**src/rtl/boson_stream_pkg.sv**
```systemverilog
// Shared types and defaults for the Boson camera stream path.
package boson_stream_pkg;

    // Capture FSM states, also exported on the debug state port.
    typedef enum logic [1:0] {
        IDLE    = 2'd0,
        ARMED   = 2'd1,
        CAPTURE = 2'd2,
        FLUSH   = 2'd3
    } state_t;

    // Filler for the upper half of the last word of an odd-length frame.
    localparam logic [15:0] PAD_VALUE_DEFAULT = 16'h0000;

endpackage

```
**src/rtl/boson_pixel_packer_if.sv**
```systemverilog
// Packed-word stream between the pixel packer and the DMA stage.
// Handshake: a word transfers on a rising clk edge where valid & ready are both high;
// once valid is raised, data and valid hold steady until that transfer happens.
interface boson_pixel_packer_if #(
    parameter int DW = 32
) ();
    logic [DW-1:0] data;
    logic          valid;
    logic          ready;

    modport master (output data, output valid, input ready);
    modport slave  (input data, input valid, output ready);
endinterface

```
**src/rtl/boson_pixel_obuf.sv**
```systemverilog
// Output buffer: synchronous FIFO with a valid/ready read side.
// A push into a full FIFO with no simultaneous pop is dropped and flagged.
module boson_pixel_obuf #(
    parameter int DW    = 32,
    parameter int DEPTH = 4
) (
    input  logic          clk,
    input  logic          rst_n,
    input  logic          push,
    input  logic [DW-1:0] push_data,
    output logic          drop,
    output logic [DW-1:0] out_data,
    output logic          out_valid,
    input  logic          out_ready
);
    localparam int AW = $clog2(DEPTH);

    // The extra top pointer bit tells full apart from empty.
    logic [AW:0]   wr_ptr;
    logic [AW:0]   rd_ptr;
    logic [DW-1:0] mem [DEPTH];
    logic          empty;
    logic          full;
    logic          pop;
    logic          wr_en;

    assign empty     = (wr_ptr == rd_ptr);
    assign full      = (wr_ptr[AW] != rd_ptr[AW]) && (wr_ptr[AW-1:0] == rd_ptr[AW-1:0]);
    assign pop       = !empty && out_ready;
    // A pop in the same cycle frees the slot, so a full FIFO can still accept.
    assign wr_en     = push && (!full || pop);
    assign drop      = push && full && !pop;
    assign out_valid = !empty;
    assign out_data  = mem[rd_ptr[AW-1:0]];

    // Pointer and storage update; reset empties the buffer.
    always_ff @(posedge clk or negedge rst_n) begin
        if (!rst_n) begin
            wr_ptr <= '0;
            rd_ptr <= '0;
            for (int i = 0; i < DEPTH; i++) begin
                mem[i] <= '0;
            end
        end else begin
            if (wr_en) begin
                mem[wr_ptr[AW-1:0]] <= push_data;
                wr_ptr              <= wr_ptr + 1'b1;
            end
            if (pop) begin
                rd_ptr <= rd_ptr + 1'b1;
            end
        end
    end

endmodule

```
**src/rtl/boson_pixel_packer.sv**
```systemverilog
// Boson pixel packer: captures whole frames of 16-bit pixels, packs pairs into
// words {pixel n+1, pixel n} and feeds them through an output FIFO to the DMA stage.
// Optional build macro PIXEL_PACKER_DROP_CNT_EN adds drop_cnt_o, a saturating
// count of dropped words cleared when cfg_enable_i rises.
module boson_pixel_packer
    import boson_stream_pkg::*;
#(
    parameter int                WB_DW      = 32,
    parameter int                PIX_DW     = 16,
    parameter int                OBUF_DEPTH = 4,
    parameter int                CNT_W      = 24,
    parameter logic [PIX_DW-1:0] PAD_VALUE  = PIX_DW'(PAD_VALUE_DEFAULT)
) (
    input  logic                 clk,
    input  logic                 rst_n,
    input  logic                 cfg_enable_i,
    input  logic                 cfg_continuous_i,
    input  logic [CNT_W-1:0]     cfg_frame_pix_i,
    input  logic [PIX_DW-1:0]    pix_data_i,
    input  logic                 pix_valid_i,
    input  logic                 pix_sof_i,
    boson_pixel_packer_if.master stream_m,
    output logic                 busy_o,
    output logic                 frame_done_o,
    output logic                 overflow_o,
`ifdef PIXEL_PACKER_DROP_CNT_EN
    output logic [15:0]          drop_cnt_o,
`endif
    output state_t               state_o
);

    state_t             state_q;
    state_t             state_d;
    logic [CNT_W-1:0]   pix_cnt_q;
    logic [CNT_W-1:0]   last_idx_q;
    logic [CNT_W-1:0]   cfg_last;
    logic [CNT_W-1:0]   idx_cur;
    logic [CNT_W-1:0]   last_cur;
    logic [PIX_DW-1:0]  hold_q;
    logic               pad_pend_q;
    logic               enable_q;
    logic               enable_rise;
    logic               overflow_q;
    logic               take_pix;
    logic               short_frame;
    logic               is_last;
    logic               push;
    logic [WB_DW-1:0]   push_data;
    logic               drop;

    // A frame size of 0 behaves like a single-pixel frame.
    assign cfg_last    = (cfg_frame_pix_i == '0) ? '0 : cfg_frame_pix_i - 1'b1;
    assign enable_rise = cfg_enable_i && !enable_q;
    assign is_last     = take_pix && (idx_cur == last_cur);

    // Next-state logic and per-pixel index selection.
    always_comb begin
        state_d     = state_q;
        take_pix    = 1'b0;
        short_frame = 1'b0;
        idx_cur     = pix_cnt_q;
        last_cur    = last_idx_q;
        case (state_q)
            IDLE: begin
                if (cfg_enable_i) state_d = ARMED;
            end
            ARMED: begin
                if (pix_valid_i && pix_sof_i) begin
                    take_pix = 1'b1;
                    idx_cur  = '0;
                    last_cur = cfg_last;
                    state_d  = CAPTURE;
                end else if (!cfg_enable_i) begin
                    state_d = IDLE;
                end
            end
            CAPTURE: begin
                if (pix_valid_i) begin
                    take_pix = 1'b1;
                    // An early SOF abandons the partial frame and restarts at index 0.
                    if (pix_sof_i) begin
                        idx_cur     = '0;
                        short_frame = 1'b1;
                    end
                end
            end
            FLUSH: begin
                state_d = (cfg_enable_i && cfg_continuous_i) ? ARMED : IDLE;
            end
            default: state_d = IDLE;
        endcase
        if (take_pix && (idx_cur == last_cur)) state_d = FLUSH;
    end

    // FSM state register.
    always_ff @(posedge clk or negedge rst_n) begin
        if (!rst_n) state_q <= IDLE;
        else        state_q <= state_d;
    end

    // Pixel counter, frame length latch and low-half holding register.
    always_ff @(posedge clk or negedge rst_n) begin
        if (!rst_n) begin
            pix_cnt_q  <= '0;
            last_idx_q <= '0;
            hold_q     <= '0;
            pad_pend_q <= 1'b0;
        end else if (take_pix) begin
            pix_cnt_q  <= idx_cur + 1'b1;
            last_idx_q <= last_cur;
            pad_pend_q <= is_last && !idx_cur[0];
            if (!idx_cur[0]) hold_q <= pix_data_i;
        end else if (state_q == FLUSH) begin
            pix_cnt_q  <= '0;
            pad_pend_q <= 1'b0;
        end
    end

    // Odd pixels complete a word right away; an odd-length frame pads in FLUSH.
    always_comb begin
        push      = 1'b0;
        push_data = {pix_data_i, hold_q};
        if (take_pix && idx_cur[0]) begin
            push = 1'b1;
        end else if (state_q == FLUSH && pad_pend_q) begin
            push      = 1'b1;
            push_data = {PAD_VALUE, hold_q};
        end
    end

    // Sticky overflow: cleared on enable rising, set by drops or short frames.
    always_ff @(posedge clk or negedge rst_n) begin
        if (!rst_n) begin
            enable_q   <= 1'b0;
            overflow_q <= 1'b0;
        end else begin
            enable_q <= cfg_enable_i;
            if (enable_rise)          overflow_q <= 1'b0;
            if (drop || short_frame)  overflow_q <= 1'b1;
        end
    end

`ifdef PIXEL_PACKER_DROP_CNT_EN
    logic [15:0] drop_cnt_q;

    // Saturating dropped-word counter, cleared on enable rising.
    always_ff @(posedge clk or negedge rst_n) begin
        if (!rst_n) begin
            drop_cnt_q <= '0;
        end else if (enable_rise) begin
            drop_cnt_q <= '0;
        end else if (drop && drop_cnt_q != 16'hFFFF) begin
            drop_cnt_q <= drop_cnt_q + 1'b1;
        end
    end

    assign drop_cnt_o = drop_cnt_q;
`endif

    boson_pixel_obuf #(
        .DW    (WB_DW),
        .DEPTH (OBUF_DEPTH)
    ) u_obuf (
        .clk       (clk),
        .rst_n     (rst_n),
        .push      (push),
        .push_data (push_data),
        .drop      (drop),
        .out_data  (stream_m.data),
        .out_valid (stream_m.valid),
        .out_ready (stream_m.ready)
    );

    assign busy_o       = (state_q != IDLE);
    assign frame_done_o = (state_q == FLUSH);
    assign overflow_o   = overflow_q;
    assign state_o      = state_q;

endmodule

```
**src/flat_wrapper.sv**
```systemverilog
// flat-port wrapper written by rule: the top's interface ports become plain ports
module boson_pixel_packer_flat import boson_stream_pkg::*;
#(
    parameter int                WB_DW      = 32,
    parameter int                PIX_DW     = 16,
    parameter int                OBUF_DEPTH = 4,
    parameter int                CNT_W      = 24,
    parameter logic [PIX_DW-1:0] PAD_VALUE  = PIX_DW'(PAD_VALUE_DEFAULT)
)
  (clk, rst_n, cfg_enable_i, cfg_continuous_i, cfg_frame_pix_i, pix_data_i, pix_valid_i, pix_sof_i, busy_o, frame_done_o, overflow_o, state_o, stream_m_data, stream_m_valid, stream_m_ready);
  boson_pixel_packer_if #(.DW(32)) stream_m_i ();
  input  logic clk;
  input  logic rst_n;
  input  logic cfg_enable_i;
  input  logic cfg_continuous_i;
  input  logic [CNT_W-1:0] cfg_frame_pix_i;
  input  logic [PIX_DW-1:0] pix_data_i;
  input  logic pix_valid_i;
  input  logic pix_sof_i;
  output logic busy_o;
  output logic frame_done_o;
  output logic overflow_o;
  output state_t state_o;
  output wire logic [$bits(stream_m_i.data)-1:0] stream_m_data;
  output wire logic [$bits(stream_m_i.valid)-1:0] stream_m_valid;
  input wire logic [$bits(stream_m_i.ready)-1:0] stream_m_ready;
  assign stream_m_data = stream_m_i.data;
  assign stream_m_valid = stream_m_i.valid;
  assign stream_m_i.ready = stream_m_ready;
  boson_pixel_packer #(.WB_DW(WB_DW), .PIX_DW(PIX_DW), .OBUF_DEPTH(OBUF_DEPTH), .CNT_W(CNT_W), .PAD_VALUE(PAD_VALUE)) u_core (.clk(clk), .rst_n(rst_n), .cfg_enable_i(cfg_enable_i), .cfg_continuous_i(cfg_continuous_i), .cfg_frame_pix_i(cfg_frame_pix_i), .pix_data_i(pix_data_i), .pix_valid_i(pix_valid_i), .pix_sof_i(pix_sof_i), .stream_m(stream_m_i), .busy_o(busy_o), .frame_done_o(frame_done_o), .overflow_o(overflow_o), .state_o(state_o));
endmodule
```
**config.mk**
```make
export PLATFORM = sky130hd
export DESIGN_NAME = boson_pixel_packer_flat
export DESIGN_NICKNAME = d
export VERILOG_FILES = /design/src/rtl/boson_stream_pkg.sv /design/src/rtl/boson_pixel_packer_if.sv /design/src/rtl/boson_pixel_obuf.sv /design/src/rtl/boson_pixel_packer.sv /design/src/flat_wrapper.sv
export SDC_FILE = /design/constraint.sdc
export NUM_CORES = 1
export LEC_CHECK = 0
export ABC_AREA = 1
export BUFFER_PORTS_ARGS = -buffer_cell sky130_fd_sc_hd__buf_2
export CAP_MARGIN = 25
export CORE_ASPECT_RATIO = 2
export CORE_UTILIZATION = 25
export DETAILED_ROUTE_END_ITERATION = 6
export PLACE_DENSITY_LB_ADDON = 0.12
export SLEW_MARGIN = 20
export SYNTH_ARGS = -nofsm -noshare
export SYNTH_HDL_FRONTEND = slang
export SYNTH_SLANG_ARGS = --single-unit
```
**constraint.sdc**
```tcl
create_clock -name clk -period 3.6 [get_ports clk]
set_clock_uncertainty 0.1 [all_clocks]
set_input_delay 0.36 -clock clk [delete_from_list [all_inputs] [get_ports clk]]
set_output_delay 0.36 -clock clk [all_outputs]
set_load 0.02 [all_outputs]
```
==> results of run 1 <==
[per-layer routing]
metal	share of wire (%)	vias up
met3	3.3	72
met2	56	226
met1	36	4640
li1	-	4883
met4	4.9	0
met5	0	-
[tightest hold or removal path, cell delays in order]
cell	delay (ns)
buf_2	0.13
nand2_1	0.06
o21ai_0	0.06
[cell families after synthesis]
| group | count (synthesis) | synth area share [%] |
|---|---|---|
| AOI/OAI and AO/OA | 257 | 13.0 |
| xor gates and xnor gates | 13 | 1.05 |
| adders and majority gates | 12 | 1.39 |
| buffers and inverters | 186 | 6.87 |
| DFF | 203 | 47.0 |
| muxes | 1 | 0.104 |
| and+or+nand+nor | 799 | 30.6 |
[final cells by class]
cell class	instances	area (µm²)	share of cell area (%)
tap	545	682	5.36
clock inverter	5	31.3	0.246
multi-input combinational	1082	4990	39.2
timing repair buffer	123	822	6.46
clock buffer	32	659	5.18
sequential	203	5080	39.9
inverter	124	468	3.67
[registers in the layout, summed over array words and instances, names as in the netlist]
signal / count
u_core.enable_q: 1
u_core.hold_q: 16
u_core.last_idx_q: 24
u_core.overflow_o: 1
u_core.pad_pend_q: 1
u_core.pix_cnt_q: 24
u_core.state_o: 2
u_core.u_obuf.mem: 128
u_core.u_obuf.rd_ptr: 3
u_core.u_obuf.wr_ptr: 3
[through the flow]
stage               hold WS (ns)  util (%)  cell area (µm²)
floorplan                -0.0356         -            10800
global placement           0.358      27.9            11900
detailed placement         0.360      27.9            11900
CTS                      0.00307      29.9            12700
global route              0.0490      29.9            12700
finish                    0.0140      29.9            12700
[final timing paths]
check                                               startpoint                                 to  slack, ns  depth (start not counted)
max in group asynchronous                                rst_n    u_core.pix_cnt_q[3]$_DFFE_PN0P_       2.07                          3
setup reg to reg                 u_core.state_o[0]$_DFFE_PN0P_   u_core.pix_cnt_q[11]$_DFFE_PN0P_       0.49                         14
hold / removal                                   pix_data_i[6]       u_core.hold_q[6]$_DFFE_PN0P_       0.01                          3
setup / recovery           u_core.u_obuf.rd_ptr[1]$_DFFE_PN0P_                  stream_m_data[26]       0.47                          5
hold reg to reg              u_core.u_obuf.mem[83]$_DFFE_PN0P_  u_core.u_obuf.mem[83]$_DFFE_PN0P_       0.37                          2
min in group asynchronous                                rst_n  u_core.u_obuf.mem[69]$_DFFE_PN0P_       0.35                          2
[cell usage in the layout (no fill, tap or decap), types with 6 or more instances in the layout]
master and n:
a21oi_1 8, inv_1 117, clkbuf_8 6, nand2_1 488, nand4_1 11, nor2_1 182
buf_2 83, buf_4 19, inv_2 6, ha_1 12, a31oi_1 25, xor2_1 8
o21ai_0 169, nor2_2 14, nand2_2 13, o22ai_1 40, dfrtp_1 202, clkbuf_16 23
nand3_1 66, dlygate4sd3_1 15
[report_power, final]
part           internal, mW  switching, mW  leakage (nW)
registers              3.19          0.500          2.59
clock network          1.27           1.00         0.340
logic                  1.41           2.88          3.25
total                  5.87           4.38          6.18
==> impl_metrics.json, run 1 <==
{
  "rows": 107,
  "cts_num_sinks": 203,
  "finalNetCount": 1615,
  "place_congestion": 0.849,
  "ys_seq_elements": 203,
  "num_vias": 9821,
  "cts_hold_buf": 15,
  "use_met3_pct": 1.52,
  "critical_path.max_fanout": 12,
  "drv_slew": 0,
  "syn_area_per_cell_um2": 7.34,
  "synth_ff_type": "dfrtp_1",
  "hpwl_mm": 26.3,
  "core_region_area_um2": 42600,
  "ys_warn_count": 0,
  "post_drt_via_cell_ratio": 4.65,
  "maxCapViolations": 0,
  "portBuffers": 84,
  "grt_antenna_before_repair": 0,
  "finalPower_mw": 10.3,
  "dp.cells": 2062,
  "hold_viol": 0,
  "irDropWorstVdd_v": 0.000381,
  "postSynth.asyncResetShare_pct": 100,
  "routed_wl_mm": 37.1,
  "final_cells": 2114,
  "fin_setup_tns_ns": 0,
  "post-place-ws_ns": 0.501,
  "synthTopCellsByArea": "dfrtp_1, nand2_1, o21ai_0, nor2_1, inv_1",
  "leakage_nw": 6.18,
  "cts_buffer_depth": 3,
  "grt_pass1_wl_mm": 57.4,
  "worst_skew_pair.late_latency_ns": 0.53,
  "path_buf_inv": 3,
  "drt_iter0_markers": 453,
  "synth_edf_count": 0,
  "nFillCells": 4744,
  "cts_max_level": 1,
  "cts_made_buffers": 22,
  "yosysMostFrequentCell": "nand2_1",
  "max_freq_mhz": 319,
  "synth_area_um2": 10800,
  "synth_top_area_share_pct": 47.0,
  "cp-end-kind": "output port",
  "start_util_pct": 25.4,
  "clk_pin_slew_ns": 0.06,
  "die-area_um2": 44100,
  "synth_nets": 1530,
  "drt-pass1-iter-count": 5,
  "ys_seq_area_share_pct": 47.0,
  "outcome": "finished clean",
  "synth_commonest_cells": "nand2_1, dfrtp_1, nor2_1",
  "period_share_pct": 87.0,
  "detail-route-antenna-nets": 0,
  "cp_cell_sequence": "inv_1 > buf_12 > o21ai_0 > o22ai_1 > buf_2",
  "die_y_um": 296,
  "p_per_area_nw_per_um2": 806,
  "start_kind": "flop",
  "hold_class": "input pin to flop",
  "path_delay_family": "buffers and inverters",
  "grt_pass1_vias": 10100,
  "period_minus_slack_ns": 3.13,
  "drive_gt1_share_pct": 12.4,
  "die_width_um": 149,
  "netlist_instances": 1471,
  "grt-ovfl-total": 0,
  "worstPathArrival_ns": 2.67,
  "grt_max_degree": 93,
  "grt.busiest_layer": "met2",
  "finalSetupViolations": 0,
  "drc": 0,
  "layout-area-overhead-vs-synth_pct": 17.9,
  "synth_top_cell_by_area": "dfrtp_1",
  "worstMarginPinSlew_ns": 0.878,
  "cts_resized": 0,
  "slew_headroom_pct": 41.5,
  "layout_setup_ws_ns": 0.468,
  "worstSetupPathType": "flop to output port",
  "cts_setup_buffers": 0,
  "cpPeakStageDelay_ns": 0.65,
  "antenna_cells_inserted": 0,
  "grt_setup_unrepaired": "no",
  "crit_required_ns": 3.14,
  "ys_types": 39,
  "met2_usage_pct": 34.6,
  "wire_per_inst_um": 17.6,
  "cts_root_buf": "clkbuf_16",
  "boundaryPins": 85,
  "grt_use_met1_pct": 17.1,
  "crit_slowest_cell": "dfrtp_1",
  "cts_tree": "yes",
  "grtUsageTotal_pct": 17.2
}
No activity file was read; power rests on OpenSTA's default activity.
==> inputs of run 2 (changes only) <==
- ABC_AREA: 1 -> unset
==> run 2 against run 1 <==
Cell count decreased by 19%. Sequential cell count did not move. Die area down 3.7%. First-iteration DRC count decreased by 27%. Wire length is 6.7% lower. Largest cell class unchanged. Highest routed layer unchanged. Synthesized area is 3.7% lower.
==> impl_metrics.json, run 2 <==
{
  "outcome": "finished clean",
  "dp.cells": 1659,
  "largest_register_ffs": 128,
  "worstMarginPinSlew_ns": 0.789,
  "start_kind": "flop",
  "drt_iter0_markers": 332,
  "hold_class": "input pin to flop",
  "grt-ovfl-total": 0,
  "drt-pass1-iter-count": 4,
  "cts_root_buf": "clkbuf_16",
  "wire_per_inst_um": 20.3,
  "post_drt_via_cell_ratio": 4.85,
  "crit_slowest_cell": "dfrtp_2",
  "cts_made_buffers": 23,
  "final_common_cell": "dfrtp_1",
  "portBuffers": 84,
  "holdWs_ns": 0.0247,
  "period_share_pct": 94.3,
  "synth_edf_count": 0,
  "layout_setup_ws_ns": 0.204,
  "routed_wl_mm": 34.6,
  "finalPower_mw": 9.52,
  "ys_warn_count": 0,
  "synth_nets": 1049,
  "cts_tree": "yes",
  "top_regs": "u_core.u_obuf.mem: 128 flops, u_core.last_idx_q: 24 flops, u_core.pix_cnt_q: 24 flops",
  "cts_buffer_depth": 3,
  "core_region_area_um2": 41000,
  "synth_top_area_share_pct": 48.8,
  "worstSetupPathType": "flop to flop",
  "drive_gt1_share_pct": 32.3,
  "critical_path.max_fanout": 7,
  "rrSetupSlack_ns": 0.20,
  "cp_cell_sequence": "inv_1 > ha_2 > buf_4 > a2bb2oi_1 > buf_4 > o21ai_0 > a222oi_1 > a31oi_1 > a2111oi_2 > o311ai_1 > a2111oi_1 > nand4_1 > buf_4 > o31ai_1",
  "maxCapViolations": 0,
  "rr_startpoint": "u_core.state_o[1]$_DFFE_PN0P_",
  "place_congestion": 0.929,
  "grt_pass1_vias": 8667,
  "period_minus_slack_ns": 3.40,
  "netlist_instances": 990,
  "start_util_pct": 25.4,
  "irDropWorstVdd_v": 0.000362,
  "nFillCells": 4316,
  "grt_setup_unrepaired": "no",
  "worst_skew_pair.late_latency_ns": 0.51,
  "reg2reg_depth": 14,
  "layout-area-overhead-vs-synth_pct": 25.7,
  "hold_viol": 0,
  "yosysMostFrequentCell": "dfrtp_1",
  "slew_headroom_pct": 47.4,
  "max_freq_mhz": 294,
  "grt_max_degree": 82,
  "synth_area_um2": 10400,
  "grt_antenna_before_repair": 0,
  "die_y_um": 290,
  "drv_slew": 0,
  "ys_seq_elements": 203,
  "final_cell_mix": "dfrtp_1, nand2_1, o21ai_0",
  "regMostFlops": "u_core.u_obuf.mem",
  "drc": 0,
  "hpwl_mm": 25.3,
  "grtUsageTotal_pct": 16.4,
  "cpMostUsedCell": "buf_4",
  "hp-start": "pix_data_i[14]",
  "p_per_area_nw_per_um2": 728,
  "finalNetCount": 1219,
  "ys_types": 66,
  "reg2reg_to": "u_core.state_o[1]$_DFFE_PN0P_",
  "hold_end": "u_core.hold_q[14]$_DFFE_PN0P_",
  "synth_commonest_cells": "dfrtp_1, nand2_1, o21ai_0",
  "clk_pin_slew_ns": 0.06,
  "synth_ff_type": "dfrtp_1",
  "hold_path_depth": 2,
  "die_width_um": 146,
  "num_vias": 8286,
  "cp-end-kind": "flop",
  "synthTopCellsByArea": "dfrtp_1, mux2_2, mux4_2, nand2_1, o21ai_0",
  "grt_pass1_wl_mm": 52.8,
  "synth_top_cell_by_area": "dfrtp_1",
  "syn_area_per_cell_um2": 10.5,
  "rows": 105,
  "postSynth.asyncResetShare_pct": 100,
  "worstPathArrival_ns": 3.70,
  "ys_seq_area_share_pct": 48.8,
  "post-place-ws_ns": -0.186,
  "boundaryPins": 85,
  "cts_num_sinks": 203,
  "finalSetupViolations": 0,
  "final_cells": 1709,
  "antenna_cells_inserted": 0,
  "cts_max_level": 1,
  "cpPeakStageDelay_ns": 0.41,
  "fin_setup_tns_ns": 0,
  "detail-route-antenna-nets": 0,
  "die-area_um2": 42500,
  "crit_required_ns": 3.90,
  "leakage_nw": 5.88
}
## run 2: changes by cell type after synthesis, moves of 41 or more
cell | previous run | this run
nand3_1 | 66 | 22
inv_1 | 118 | 21
o21ai_0 | 169 | 128
mux2_2 | 1 | 81
nand2_1 | 492 | 178
nor2_1 | 183 | 23
## run 2: cell type report
| type | count | area, µm² | share of cell area [%] |
|---|---|---|---|
| Sequential cell | 203 | 5080 | 38.9 |
| Multi-Input combinational cell | 705 | 5060 | 38.7 |
| Timing Repair Buffer | 206 | 1460 | 11.1 |
| Tap cell | 535 | 669 | 5.12 |
| Clock buffer | 25 | 593 | 4.54 |
| Clock inverter | 14 | 131 | 1.00 |
| Inverter | 21 | 78.8 | 0.603 |
## run 2: worst max-delay path by stage
stage / start / end / slack, ns / cells past startpoint
after floorplan: u_core.state_o[1]$_DFFE_PN0P_ / u_core.pix_cnt_q[20]$_DFFE_PN0P_ / 0.0003 / 18
after global placement: cfg_frame_pix_i[1] / u_core.state_o[1]$_DFFE_PN0P_ / -0.15 / 15
after detailed placement: cfg_frame_pix_i[0] / u_core.state_o[1]$_DFFE_PN0P_ / -0.19 / 15
after CTS: u_core.state_o[0]$_DFFE_PN0P_ / u_core.state_o[1]$_DFFE_PN0P_ / 0.04 / 14
after global routing: u_core.state_o[1]$_DFFE_PN0P_ / u_core.u_obuf.mem[14]$_DFFE_PN0P_ / 0.02 / 12
final: u_core.state_o[1]$_DFFE_PN0P_ / u_core.state_o[1]$_DFFE_PN0P_ / 0.20 / 14
## run 2: cells by family after synthesis
| family | after synthesis | share of synthesized area (%) |
|---|---|---|
| multiplexers | 119 | 16.3 |
| adder cells (fa/ha/maj) | 12 | 1.44 |
| buffers and inverters | 82 | 3.01 |
| AO/OA/AOI/OAI | 236 | 14.1 |
| XOR/XNOR | 37 | 3.12 |
| AND/OR/NAND/NOR | 301 | 13.2 |
| flip-flops | 203 | 48.8 |
## run 2: stage by stage
step / cell area, µm² / utilization [%]
5_1_grt: 13100 / 31.9
3_3_place_gp: 12200 / 29.8
3_5_place_dp: 12200 / 29.8
4_1_cts: 13000 / 31.8
2_1_floorplan: 10400 / -
6_report: 13100 / 31.9
## run 2: layer usage
| layer | vias up | track usage (%) | wire, µm |
|---|---|---|---|
| met5 | - | 0 | 0 |
| met1 | 4142 | 16.2 | 12400 |
| met4 | 0 | 7.67 | 1540 |
| li1 | 3938 | - | - |
| met2 | 150 | 33.3 | 19900 |
| met3 | 56 | 1.62 | 838 |
## run 2: worst max-delay path: cells and delay by family (launching register included)
kind,cells,cell delay [ns]
buffers and inverters,4,0.60
AO/OA/AOI/OAI,8,1.82
flip-flops,1,0.41
AND/OR/NAND/NOR,1,0.18
adder cells (fa/ha/maj),1,0.19
## run 2: repair_timing
action                                 4_1_cts  5_1_grt
gates resized for setup                      2        7
endpoints found under the hold margin       85        0
buffers inserted                             0        2
pin swaps                                    0        2
setup endpoints to repair                    3        6
hold buffers                                 9        0
## run 2: power breakdown
group | leakage [nW] | internal [mW] | total (mW) | switching, mW
combinational | 2.80 | 1.60 | 3.66 | 2.06
sequential | 2.72 | 3.02 | 3.53 | 0.502
clock | 0.356 | 1.33 | 2.33 | 0.993
==> inputs of run 3 (changes only) <==
- CAP_MARGIN: 25 -> unset
- CTS_CLUSTER_SIZE: unset -> 10
- HOLD_SLACK_MARGIN: unset -> 0.06
==> run 3 against run 2 <==
Wire length shrank 0.34%. Sequential cell count is the same. Combinational power is essentially flat. Total power shrank 1.4%. Largest power group unchanged. Highest routed layer unchanged. Clock-buffer cell count grew 6. Hold slack gained 0.094 ns. Register-to-register slack is essentially flat. Sequential power is essentially flat. Global-route usage is essentially flat. Clock power shrank 6%. Cell count grew 0.23%. Sequential share of layout area shrank 0.14 points.
==> impl_metrics.json, run 3 (synthesis results as in run 2) <==
{
  "regMostFlops": "u_core.u_obuf.mem",
  "power.share.clock_pct": 23.3,
  "rows": 105,
  "wire_per_inst_um": 20.1,
  "crit_required_ns": 3.91,
  "drv_slew": 0,
  "portBuffers": 84,
  "num_vias": 8307,
  "period_share_pct": 94.1,
  "final_cells": 1713,
  "irDropWorstVdd_v": 0.000360,
  "worstMarginPinSlew_ns": 0.793,
  "grt-ovfl-total": 0,
  "cts_buffer_depth": 3,
  "dp.cells": 1659,
  "seqPwrFrac_pct": 37.6,
  "holdWs_ns": 0.119,
  "place_congestion": 0.929,
  "period_minus_slack_ns": 3.39,
  "finalSetupViolations": 0,
  "die_width_um": 146,
  "power_frac_comb_pct": 39.1,
  "die_y_um": 290,
  "clk_pin_slew_ns": 0.06,
  "drt-pass1-iter-count": 7,
  "layout-area-overhead-vs-synth_pct": 26.2,
  "grt_setup_unrepaired": "no",
  "start_kind": "flop",
  "hold_viol": 0,
  "hpwl_mm": 25.3,
  "detail-route-antenna-nets": 0,
  "worstPathArrival_ns": 3.70,
  "p_int_mw": 5.89,
  "cts_max_level": 1,
  "grtUsageTotal_pct": 16.4,
  "post_drt_via_cell_ratio": 4.85,
  "cp-end-kind": "flop",
  "cts_tree": "yes",
  "core_region_area_um2": 41000,
  "die-area_um2": 42500,
  "routed_wl_mm": 34.5,
  "worstSetupPathType": "flop to flop",
  "grt_max_degree": 82,
  "outcome": "finished clean",
  "hold_class": "input pin to flop",
  "grt_pass1_vias": 8740,
  "swShare_pct": 37.2,
  "drc": 0,
  "finalNetCount": 1231,
  "fin_setup_tns_ns": 0,
  "top_regs": "u_core.u_obuf.mem: 128 flops, u_core.last_idx_q: 24 flops, u_core.pix_cnt_q: 24 flops",
  "start_util_pct": 25.4,
  "maxCapViolations": 0,
  "critical_path.max_fanout": 4,
  "p_per_area_nw_per_um2": 715,
  "grt_pass1_wl_mm": 52.8,
  "cts_root_buf": "clkbuf_16",
  "finalPower_mw": 9.38,
  "grt_antenna_before_repair": 0,
  "antenna_cells_inserted": 0,
  "cts_made_buffers": 24,
  "boundaryPins": 85,
  "max_freq_mhz": 295,
  "final_common_cell": "dfrtp_1",
  "slew_headroom_pct": 47.2,
  "p_sw_mw": 3.49,
  "largest_register_ffs": 128,
  "drt_iter0_markers": 349,
  "drive_gt1_share_pct": 31.2,
  "final_cell_mix": "dfrtp_1, nand2_1, o21ai_0",
  "worst_skew_pair.late_latency_ns": 0.52,
  "leakage_nw": 5.89,
  "cts_num_sinks": 203
}
run 3: repair_timing:
| action | in CTS | in global routing |
|---|---|---|
| setup endpoints to repair | 3 | 6 |
| hold buffers | 20 | 0 |
| resized for setup | 2 | 7 |
| buffers inserted | 0 | 2 |
| pin swaps | 0 | 2 |
| endpoints found under the hold margin | 98 | 0 |
run 3: cell type report:
type / count / area [µm²]
Fill cell: 4312 / 27900
Sequential cell: 203 / 5080
Multi-Input combinational cell: 705 / 5060
Timing Repair Buffer: 217 / 1570
Tap cell: 535 / 669
Clock buffer: 31 / 658
Inverter: 21 / 78.8
Clock inverter: 1 / 5.00
run 3: worst max-delay path: stages (launching register included):
cell and delay, ns:
dfrtp_2 0.42, inv_1 0.09, ha_1 0.18, o2bb2ai_1 0.12, nand2_2 0.14, buf_12 0.11, nand2_1 0.06, inv_1 0.06
ha_1 0.17, and3_4 0.21, and3_4 0.19, nand4_1 0.14, nor4_2 0.16, buf_4 0.16, and3_1 0.21, and4_4 0.24
and3_1 0.17, o21ai_0 0.07, a22o_1 0.25
run 3: stage by stage:
stage	area [µm²]	utilization [%]	setup WS (ns)
floorplan	10400	-	0.000344
global placement	12200	29.8	-0.151
detailed placement	12200	29.8	-0.186
CTS	13100	31.9	0.0340
global route	13100	32.0	0.00168
finish	13100	32.0	0.211
run 3: metal layers:
layer | wire length (µm) | share of wire [%] | track usage, %
met5 | 0 | 0 | 0
met4 | 1500 | 4.4 | 7.55
met2 | 19800 | 57 | 33.4
met3 | 757 | 2.2 | 1.35
met1 | 12500 | 36 | 16.2
run 3: power groups by stage:
| stage | Combinational [mW] | Sequential (mW) | Clock (mW) |
|---|---|---|---|
| after floorplan | 2.32 | 3.40 | 0 |
| after global placement | 3.66 | 3.56 | 0 |
| after detailed placement | 3.67 | 3.58 | 0 |
| after CTS | 3.71 | 3.54 | 2.28 |
| after global routing | 3.98 | 3.63 | 2.35 |
| final | 3.67 | 3.53 | 2.18 |
run 3: worst paths after layout:
path,start,end,slack [ns],depth (start not counted)
max in group asynchronous,rst_n,u_core.state_o[0]$_DFFE_PN0P_,2.13,3
worst min register to register,u_core.last_idx_q[7]$_DFFE_PN0P_,u_core.last_idx_q[7]$_DFFE_PN0P_,0.37,2
worst max register to register,u_core.state_o[0]$_DFFE_PN0P_,u_core.pix_cnt_q[20]$_DFFE_PN0P_,0.21,18
min in group asynchronous,rst_n,u_core.u_obuf.mem[83]$_DFFE_PN0P_,0.39,2
worst min-delay path,cfg_frame_pix_i[22],u_core.last_idx_q[22]$_DFFE_PN0P_,0.12,3
worst max-delay path,u_core.state_o[0]$_DFFE_PN0P_,u_core.pix_cnt_q[20]$_DFFE_PN0P_,0.21,18
